**config.mk**
```make
export PLATFORM = sky130hd
export DESIGN_NAME = demux_1x8_reg_flat
export DESIGN_NICKNAME = d
export VERILOG_FILES = /design/src/rtl/demux_1x8_reg_if.sv /design/src/rtl/demux_1x8_reg.sv /design/src/flat_wrapper.sv
export SDC_FILE = /design/constraint.sdc
export NUM_CORES = 1
export LEC_CHECK = 0
export CORE_ASPECT_RATIO = 0.9
export CORE_MARGIN = 3
export CORE_UTILIZATION = 50
export CTS_CLUSTER_SIZE = 28
export DETAILED_ROUTE_END_ITERATION = 10
export PLACE_DENSITY = 0.85
export SKIP_CTS_REPAIR_TIMING = 1
export SYNTH_ARGS = -nofsm -noshare
export SYNTH_HDL_FRONTEND = slang
export SYNTH_SLANG_ARGS = --single-unit
```
**constraint.sdc**
```tcl
create_clock -name clk -period 5.45 [get_ports clk]
set_input_delay 1.3625 -clock clk [delete_from_list [all_inputs] [get_ports clk]]
set_output_delay 1.3625 -clock clk [all_outputs]
set_load 0.01 [all_outputs]
```
**src/rtl/demux_1x8_reg_if.sv**
```systemverilog
// demux_1x8_reg_if: producer/consumer bus of the registered 1-to-8 demultiplexer
interface demux_1x8_reg_if #(parameter int W = 8);
  logic         s0, s1, s2;
  logic [W-1:0] in;
  logic         in_valid;
  logic         in_ready;
  logic [W-1:0] out0, out1, out2, out3, out4, out5, out6, out7;
  logic [7:0]   out_valid;
  logic [7:0]   out_ack;
  logic [3:0]   count;
  logic         drop_err;
  modport master (
    output s0, s1, s2, in, in_valid, out_ack,
    input  in_ready, out0, out1, out2, out3, out4, out5, out6, out7, out_valid, count, drop_err
  );
  modport slave (
    input  s0, s1, s2, in, in_valid, out_ack,
    output in_ready, out0, out1, out2, out3, out4, out5, out6, out7, out_valid, count, drop_err
  );
endinterface

```
**src/rtl/demux_1x8_reg.sv**
```systemverilog
// demux_1x8_reg: registered 1-to-8 demux with per-slot holding registers and ack-based release
module demux_1x8_reg #(parameter int W = 8) (
  input logic            clk,
  input logic            reset,
  demux_1x8_reg_if.slave bus
);
  logic [2:0]   sel;
  logic         accept;
  logic [7:0]   acked;
  logic [7:0]   next_valid;
  logic [7:0]   valid;
  logic [3:0]   cnt;
  logic         drop;
  logic [W-1:0] data [8];
  assign sel          = {bus.s2, bus.s1, bus.s0};
  assign bus.in_ready = ~valid[sel] | bus.out_ack[sel];
  assign accept       = bus.in_valid & bus.in_ready;
  assign acked        = bus.out_ack & valid;
  // a same-slot refill re-sets the bit the ack just cleared, so count stays put
  assign next_valid   = (valid & ~acked) | (accept ? 8'(1) << sel : 8'h00);
  always_ff @(posedge clk or posedge reset)
    if (reset) begin
      valid <= '0;
      cnt   <= '0;
      drop  <= 1'b0;
      for (int i = 0; i < 8; i++) data[i] <= '0;
    end else begin
      valid <= next_valid;
      cnt   <= 4'($countones(next_valid));
      drop  <= drop | (bus.in_valid & ~bus.in_ready);
      if (accept) data[sel] <= bus.in;
    end
  assign bus.out_valid = valid;
  assign bus.count     = cnt;
  assign bus.drop_err  = drop;
  assign bus.out0      = data[0];
  assign bus.out1      = data[1];
  assign bus.out2      = data[2];
  assign bus.out3      = data[3];
  assign bus.out4      = data[4];
  assign bus.out5      = data[5];
  assign bus.out6      = data[6];
  assign bus.out7      = data[7];
endmodule

```
**src/flat_wrapper.sv**
```systemverilog
// flat-port wrapper written by rule: the top's interface ports become plain ports
module demux_1x8_reg_flat 
#(parameter int W = 8)
  (clk, reset, bus_s0, bus_s1, bus_s2, bus_in, bus_in_valid, bus_out_ack, bus_in_ready, bus_out0, bus_out1, bus_out2, bus_out3, bus_out4, bus_out5, bus_out6, bus_out7, bus_out_valid, bus_count, bus_drop_err);
  demux_1x8_reg_if #(.W(W)) bus_i ();
  input logic clk;
  input logic reset;
  input wire logic [$bits(bus_i.s0)-1:0] bus_s0;
  input wire logic [$bits(bus_i.s1)-1:0] bus_s1;
  input wire logic [$bits(bus_i.s2)-1:0] bus_s2;
  input wire logic [$bits(bus_i.in)-1:0] bus_in;
  input wire logic [$bits(bus_i.in_valid)-1:0] bus_in_valid;
  input wire logic [$bits(bus_i.out_ack)-1:0] bus_out_ack;
  output wire logic [$bits(bus_i.in_ready)-1:0] bus_in_ready;
  output wire logic [$bits(bus_i.out0)-1:0] bus_out0;
  output wire logic [$bits(bus_i.out1)-1:0] bus_out1;
  output wire logic [$bits(bus_i.out2)-1:0] bus_out2;
  output wire logic [$bits(bus_i.out3)-1:0] bus_out3;
  output wire logic [$bits(bus_i.out4)-1:0] bus_out4;
  output wire logic [$bits(bus_i.out5)-1:0] bus_out5;
  output wire logic [$bits(bus_i.out6)-1:0] bus_out6;
  output wire logic [$bits(bus_i.out7)-1:0] bus_out7;
  output wire logic [$bits(bus_i.out_valid)-1:0] bus_out_valid;
  output wire logic [$bits(bus_i.count)-1:0] bus_count;
  output wire logic [$bits(bus_i.drop_err)-1:0] bus_drop_err;
  assign bus_i.s0 = bus_s0;
  assign bus_i.s1 = bus_s1;
  assign bus_i.s2 = bus_s2;
  assign bus_i.in = bus_in;
  assign bus_i.in_valid = bus_in_valid;
  assign bus_i.out_ack = bus_out_ack;
  assign bus_in_ready = bus_i.in_ready;
  assign bus_out0 = bus_i.out0;
  assign bus_out1 = bus_i.out1;
  assign bus_out2 = bus_i.out2;
  assign bus_out3 = bus_i.out3;
  assign bus_out4 = bus_i.out4;
  assign bus_out5 = bus_i.out5;
  assign bus_out6 = bus_i.out6;
  assign bus_out7 = bus_i.out7;
  assign bus_out_valid = bus_i.out_valid;
  assign bus_count = bus_i.count;
  assign bus_drop_err = bus_i.drop_err;
  demux_1x8_reg #(.W(W)) u_core (.clk(clk), .reset(reset), .bus(bus_i));
endmodule
```
After elaboration in Yosys (flattened, before gate mapping)
Index checks and enable logic that the tools add are counted.
{"block": "op_classes", "muxes": 8, "n_reduce_logical": 1, "n_div": 0, "shift": 1, "n_lt_le_gt_ge": 3, "multipliers": 0, "addsub": 7, "n_eq_ne": 0, "bitwise": 11}
{"operator": "64-bit bitwise mux", "count": 1}
{"operator": "8-bit demux with 3-bit select", "count": 1}
{"operator": "8-bit AND", "count": 2}
{"operator": "8-bit two-way mux", "count": 2}
{"operator": "4-bit adder", "count": 3}
{"operator": "1-bit by 1-bit adder with 2-bit output", "count": 4}
{"operator": "8-bit NOT", "count": 1}
{"operator": "8-bit OR", "count": 1}
{"operator": "1-bit by 3-bit << shifter with 8-bit output (first input constant)", "count": 1}
{"operator": "1-bit binary-select mux with 3-bit select", "count": 2}
{"operator": "4-bit greater-or-equal comparator (second input constant)", "count": 1}
{"operator": "3-bit by 4-bit less-than comparator with 1-bit output (second input constant)", "count": 1}
{"operator": "4-bit by 1-bit less-than comparator with 1-bit output (second input constant)", "count": 1}
{"operator": "3-bit NOT with 4-bit output", "count": 1}
{"operator": "1-bit AND", "count": 2}
{"operator": "1-bit two-way mux", "count": 2}
{"operator": "1-bit NOT", "count": 2}
{"operator": "1-bit OR", "count": 2}
{"operator": "1-bit logical AND", "count": 1}
{"block": "totals", "n_memories": 0, "latchBits": 0, "romBits": 0, "ramBits": 0, "register_bits": 77}

Depth between registers and ports, before layout
{"block": "depth", "word_depth": 10, "depth_mapped": 11, "ltp_nobuf": 10}

Worst setup path before layout
Ideal clock, no wire load.
{"block": "synth_path", "path_kind": "input -> register", "from": "input bus_s0", "to": "register u_core.cnt[2] (netlist: u_core.bus.count[2])", "path_buffers": 1, "setup_slack_ps": 1324, "path_stages": 11, "t_arrival_ps": 3990, "setup_ps": 136, "required_ps": 5314, "path_cell_list": "clkbuf_2 > nand2_1 > nor3b_4 > or2_2 > ha_1 > inv_1 > fa_1 > inv_1 > fa_1 > ha_1 > fa_1"}
{"block": "synth_via", "elab_chain_len": 10, "word_cells_on_any_way": 17, "classes_between": "7 x add/sub; 1 x shift; 5 x mux; 4 x bitwise"}
{"element": "start, declared", "line": "flat_wrapper.sv:8", "source": "input wire logic [$bits(bus_i.s0)-1:0] bus_s0;"}
{"element": "1-bit binary-select mux with 3-bit select", "line": "demux_1x8_reg.sv:16", "source": "assign bus.in_ready = ~valid[sel] | bus.out_ack[sel];"}
{"element": "1-bit two-way mux (not written as such)", "line": "demux_1x8_reg.sv:16"}
{"element": "1-bit NOT", "line": "demux_1x8_reg.sv:16"}
{"element": "1-bit OR", "line": "demux_1x8_reg.sv:16"}
{"element": "1-bit AND", "line": "demux_1x8_reg.sv:17", "source": "assign accept = bus.in_valid & bus.in_ready;"}
{"element": "8-bit two-way mux (*)", "line": "demux_1x8_reg.sv:20", "source": "assign next_valid = (valid & ~acked) | (accept ? 8'(1) << sel : 8'h00);"}
{"element": "8-bit OR (*)", "line": "demux_1x8_reg.sv:20"}
{"element": "net u_core.next_valid[7]", "line": "demux_1x8_reg.sv:10", "source": "logic [7:0] next_valid;"}
{"element": "1-bit by 1-bit adder with 2-bit output (not written as such) (*)", "line": "demux_1x8_reg.sv:29", "source": "cnt <= 4'($countones(next_valid));"}
{"element": "4-bit adder (not written as such) (*) (2 in series)", "line": "demux_1x8_reg.sv:29"}
{"element": "end signal, assigned", "line": "demux_1x8_reg.sv:29"}
{"element": "end, declared", "line": "demux_1x8_reg.sv:12", "source": "logic [3:0] cnt;"}
Mark *: on every way through the listed nets, which the timed path passes. The rest lies on a longest branch. The select of a mux whose other input is x is not followed.
A chain may end at the register's enable or synchronous reset.

Worst setup path in the final report
{"block": "layout_path", "from": "input bus_s0", "to": "output bus_in_ready"}
{"block": "layout_via", "elab_chain_len": 4, "word_cells_on_any_way": 6, "classes_between": "4 x mux; 2 x bitwise"}
{"element": "1-bit binary-select mux with 3-bit select", "line": "demux_1x8_reg.sv:16"}
{"element": "1-bit two-way mux (not written as such)", "line": "demux_1x8_reg.sv:16"}
{"element": "1-bit NOT", "line": "demux_1x8_reg.sv:16"}
{"element": "1-bit OR (*)", "line": "demux_1x8_reg.sv:16"}
{"element": "end, declared", "line": "flat_wrapper.sv:14", "source": "output wire logic [$bits(bus_i.in_ready)-1:0] bus_in_ready;"}
Every way passes the cells marked *; elsewhere a longest branch is shown, timed or not. The select of a mux whose other input is x is not followed.

==> impl_metrics.ini <==
[global_routing]
grt_pass1_vias = 2321
overflow = 0
grt_max_degree = 48
grt_use_total = 0.219
grt_pass1_wl_um = 12100
antenna_found_initial = 0

[place]
portBuffers = 99
gp_congestion = 0.795
place_hpwl_um = 5400
place_inst = 391

[critical_path]
critPathSlowestCell = clkdlybuf4s50_1
critPathTopFamily = buffers and inverters
required_ns = 4.09
path_max_fanout = 9
crit_type = in -> out
max_stage_delay_ns = 0.55
worst-endpoint-arrival_ns = 3.24
path_buf_inv = 2
regToRegStartpoint = u_core.bus.out_valid[4]$_DFF_PP0_
endpoint_kind = output port
startpoint_type = input pin
crit_path_frequent_cell = clkdlybuf4s50_1
path_cells = clkdlybuf4s50_1, and4b_1, o41ai_1, o21a_1, clkdlybuf4s50_1
critical_path.startpoint = bus_s0

[clock_network]
htree_levels = 3
path_clk_slew_ns = 0.07
numCtsBuffers = 9
cts_sinks = 77
clk_latency_ns = 0.34
cts_buffer_depth = 2
cts_tree = built
cts_root_buf = clkbuf_8

[floorplan]
design.portCount = 100
die_y_um = 81.7
initial_core_util = 0.538
core_area_um2 = 5920
fp-row-count = 26
die_w_um = 90.1
dieArea_um2 = 7360

[timing]
rsz0062_at_grt = false
finClkSkew_ns = 0.00528
relSlewSlack = 0.360
slew_violations = 0
final-hold-violation-count = 0
max_freq_ghz = 0.217
finalCritPeriodShare = 0.844
whs_ns = 0.473
min_period_ns = 4.60
finalSetupViolCount = 0
tightest_slew_ns = 0.958
setup_tns_ns = 0

[synth]
syn_area_um2 = 3180
ys_seq_elements = 77
ys_types = 28
yosys_warnings = 0
synth_edf_count = 0
synth_top_flop_cell = dfrtp_1
synth_area_leaders = dfrtp_1, mux2_2, fa_1, ha_1, inv_1
yosysTopAreaCell = dfrtp_1
syn_nets = 241
synthTopCellsByCount = dfrtp_1, mux2_2, inv_1, nand2_1, nand2b_1
syn_inst = 209
avgSynthCellArea_um2 = 15.2
async_reset_ff_frac = 1.00
ys_seq_area_frac = 0.605
synth_most_common_cell = dfrtp_1
synth_top_area_frac = 0.605

[drt]
first_iter_violations = 83
wirelength_um = 7450
wl_per_cell_um = 18.4
via_per_inst = 5.21
dr.pass1.iters = 4
drc = 0
route.antenna.remaining_nets = 0
vias = 2110

[layout]
area_growth_pct = 39.0
finalNonFillerCells = 405
num_antenna_cells = 0
drive_above_1_share = 0.280
layout.nets = 350

[pwr]
p_leak_nw = 1.96
p_per_area_nw_per_um2 = 355
ir_drop_v = 0.000246

[min_path]
hp-start = u_core.bus.drop_err$_DFF_PP0_
hold_class = reg -> reg

[job]
drv_cap = 0

[run_status]
status = complete, no violations
## through the flow
step	instance area (µm²)	total power, W	worst slack [ns]	util
after floorplan	3180	0.000937	1.32	-
after global placement	4270	0.00122	0.784	0.721
after detailed placement	4270	0.00124	0.661	0.721
after CTS	4430	0.00160	0.858	0.747
after global routing	4430	0.00166	0.767	0.747
final	4430	0.00157	0.849	0.747
## report_power, final
group / internal [W] / switching, W
registers: 0.000687 / 0.0000617
clock network: 0.000157 / 0.000194
logic: 0.000296 / 0.000177
## worst register-to-register path, stage by stage, from the launching register on
cell	delay, ns
dfrtp_1	0.41
nand2b_1	0.14
nand3_2	0.25
nand2_1	0.19
ha_1	0.16
inv_1	0.05
fa_1	0.50
inv_1	0.05
fa_1	0.49
ha_1	0.23
fa_1	0.43
## layout by cell type (no fill, tap or decap), drive strengths merged
| master | netlist | routed |
|---|---|---|
| nand3 | 5 | 5 |
| inv | 13 | 13 |
| nand2 | 8 | 8 |
| clkbuf | 1 | 9 |
| o311ai | 1 | 1 |
| nand2b | 7 | 7 |
| buf | 4 | 4 |
| or2 | 1 | 1 |
| nor3b | 1 | 1 |
| and2 | 1 | 1 |
| nor2 | 1 | 1 |
| o41ai | 2 | 2 |
| clkinvlp | 0 | 2 |
| o21a | 1 | 1 |
| ha | 6 | 6 |
| and3b | 1 | 1 |
| mux2 | 64 | 64 |
| nor4b | 1 | 1 |
| o31ai | 1 | 1 |
| and2b | 1 | 1 |
| clkdlybuf4s50 | 0 | 99 |
| fa | 4 | 4 |
| clkinv | 0 | 3 |
| mux4 | 1 | 1 |
| dfrtp | 77 | 77 |
| nor2b | 3 | 3 |
| nor4bb | 2 | 2 |
| and3 | 1 | 1 |
| and4b | 1 | 1 |
## sequential cells by signal, summed over array words and instances, names as in the netlist
signal and count:
u_core.bus.count 4, u_core.bus.out_valid 8, u_core.bus.out0 8, u_core.bus.out3 8, u_core.bus.out1 8, u_core.bus.out4 8, u_core.bus.drop_err 1, u_core.bus.out5 8
u_core.bus.out7 8, u_core.bus.out2 8, u_core.bus.out6 8
## kinds of logic (layout without fill, tap and decap cells)
| logic type | count (synthesis) | count (layout) | synth area share |
|---|---|---|---|
| muxes | 65 | 65 | 0.233 |
| adders and majority gates | 10 | 10 | 0.0487 |
| and+or+nand+nor | 34 | 34 | 0.0723 |
| AOI/OAI and AO/OA | 5 | 5 | 0.0130 |
| DFF | 77 | 77 | 0.605 |
| buffers and inverters | 18 | 130 | 0.0271 |
## cell type report
class                   count  area, µm²
fillers                   409       1500
inverters                  13       48.8
multi-input cells         114       1170
clock buffers               9        124
repair buffers            103       1020
well taps                  84        105
clock inverters             5       30.0
flip-flops and latches     77       1930
## metal layers
layer / global-route usage / up-vias / routed length [µm]
met5: 0 / - / 0
met4: 0.0765 / 0 / 125
met3: 0.124 / 15 / 889
met2: 0.343 / 98 / 3400
met1: 0.258 / 1053 / 3040
li1: - / 944 / -
## final timing paths
path | to | slack, ns | depth (start not counted)
max in group asynchronous | u_core.bus.out1[7]$_DFFE_PP0P_ | 2.94 | 3
hold reg to reg | u_core.bus.drop_err$_DFF_PP0_ | 0.47 | 2
hold / removal | u_core.bus.drop_err$_DFF_PP0_ | 0.47 | 2
min in group asynchronous | u_core.bus.out2[3]$_DFFE_PP0P_ | 1.56 | 2
setup reg to reg | u_core.bus.count[2]$_DFF_PP0_ | 2.40 | 10
setup / recovery | bus_in_ready | 0.85 | 5
(Power assumes the default switching activity.)
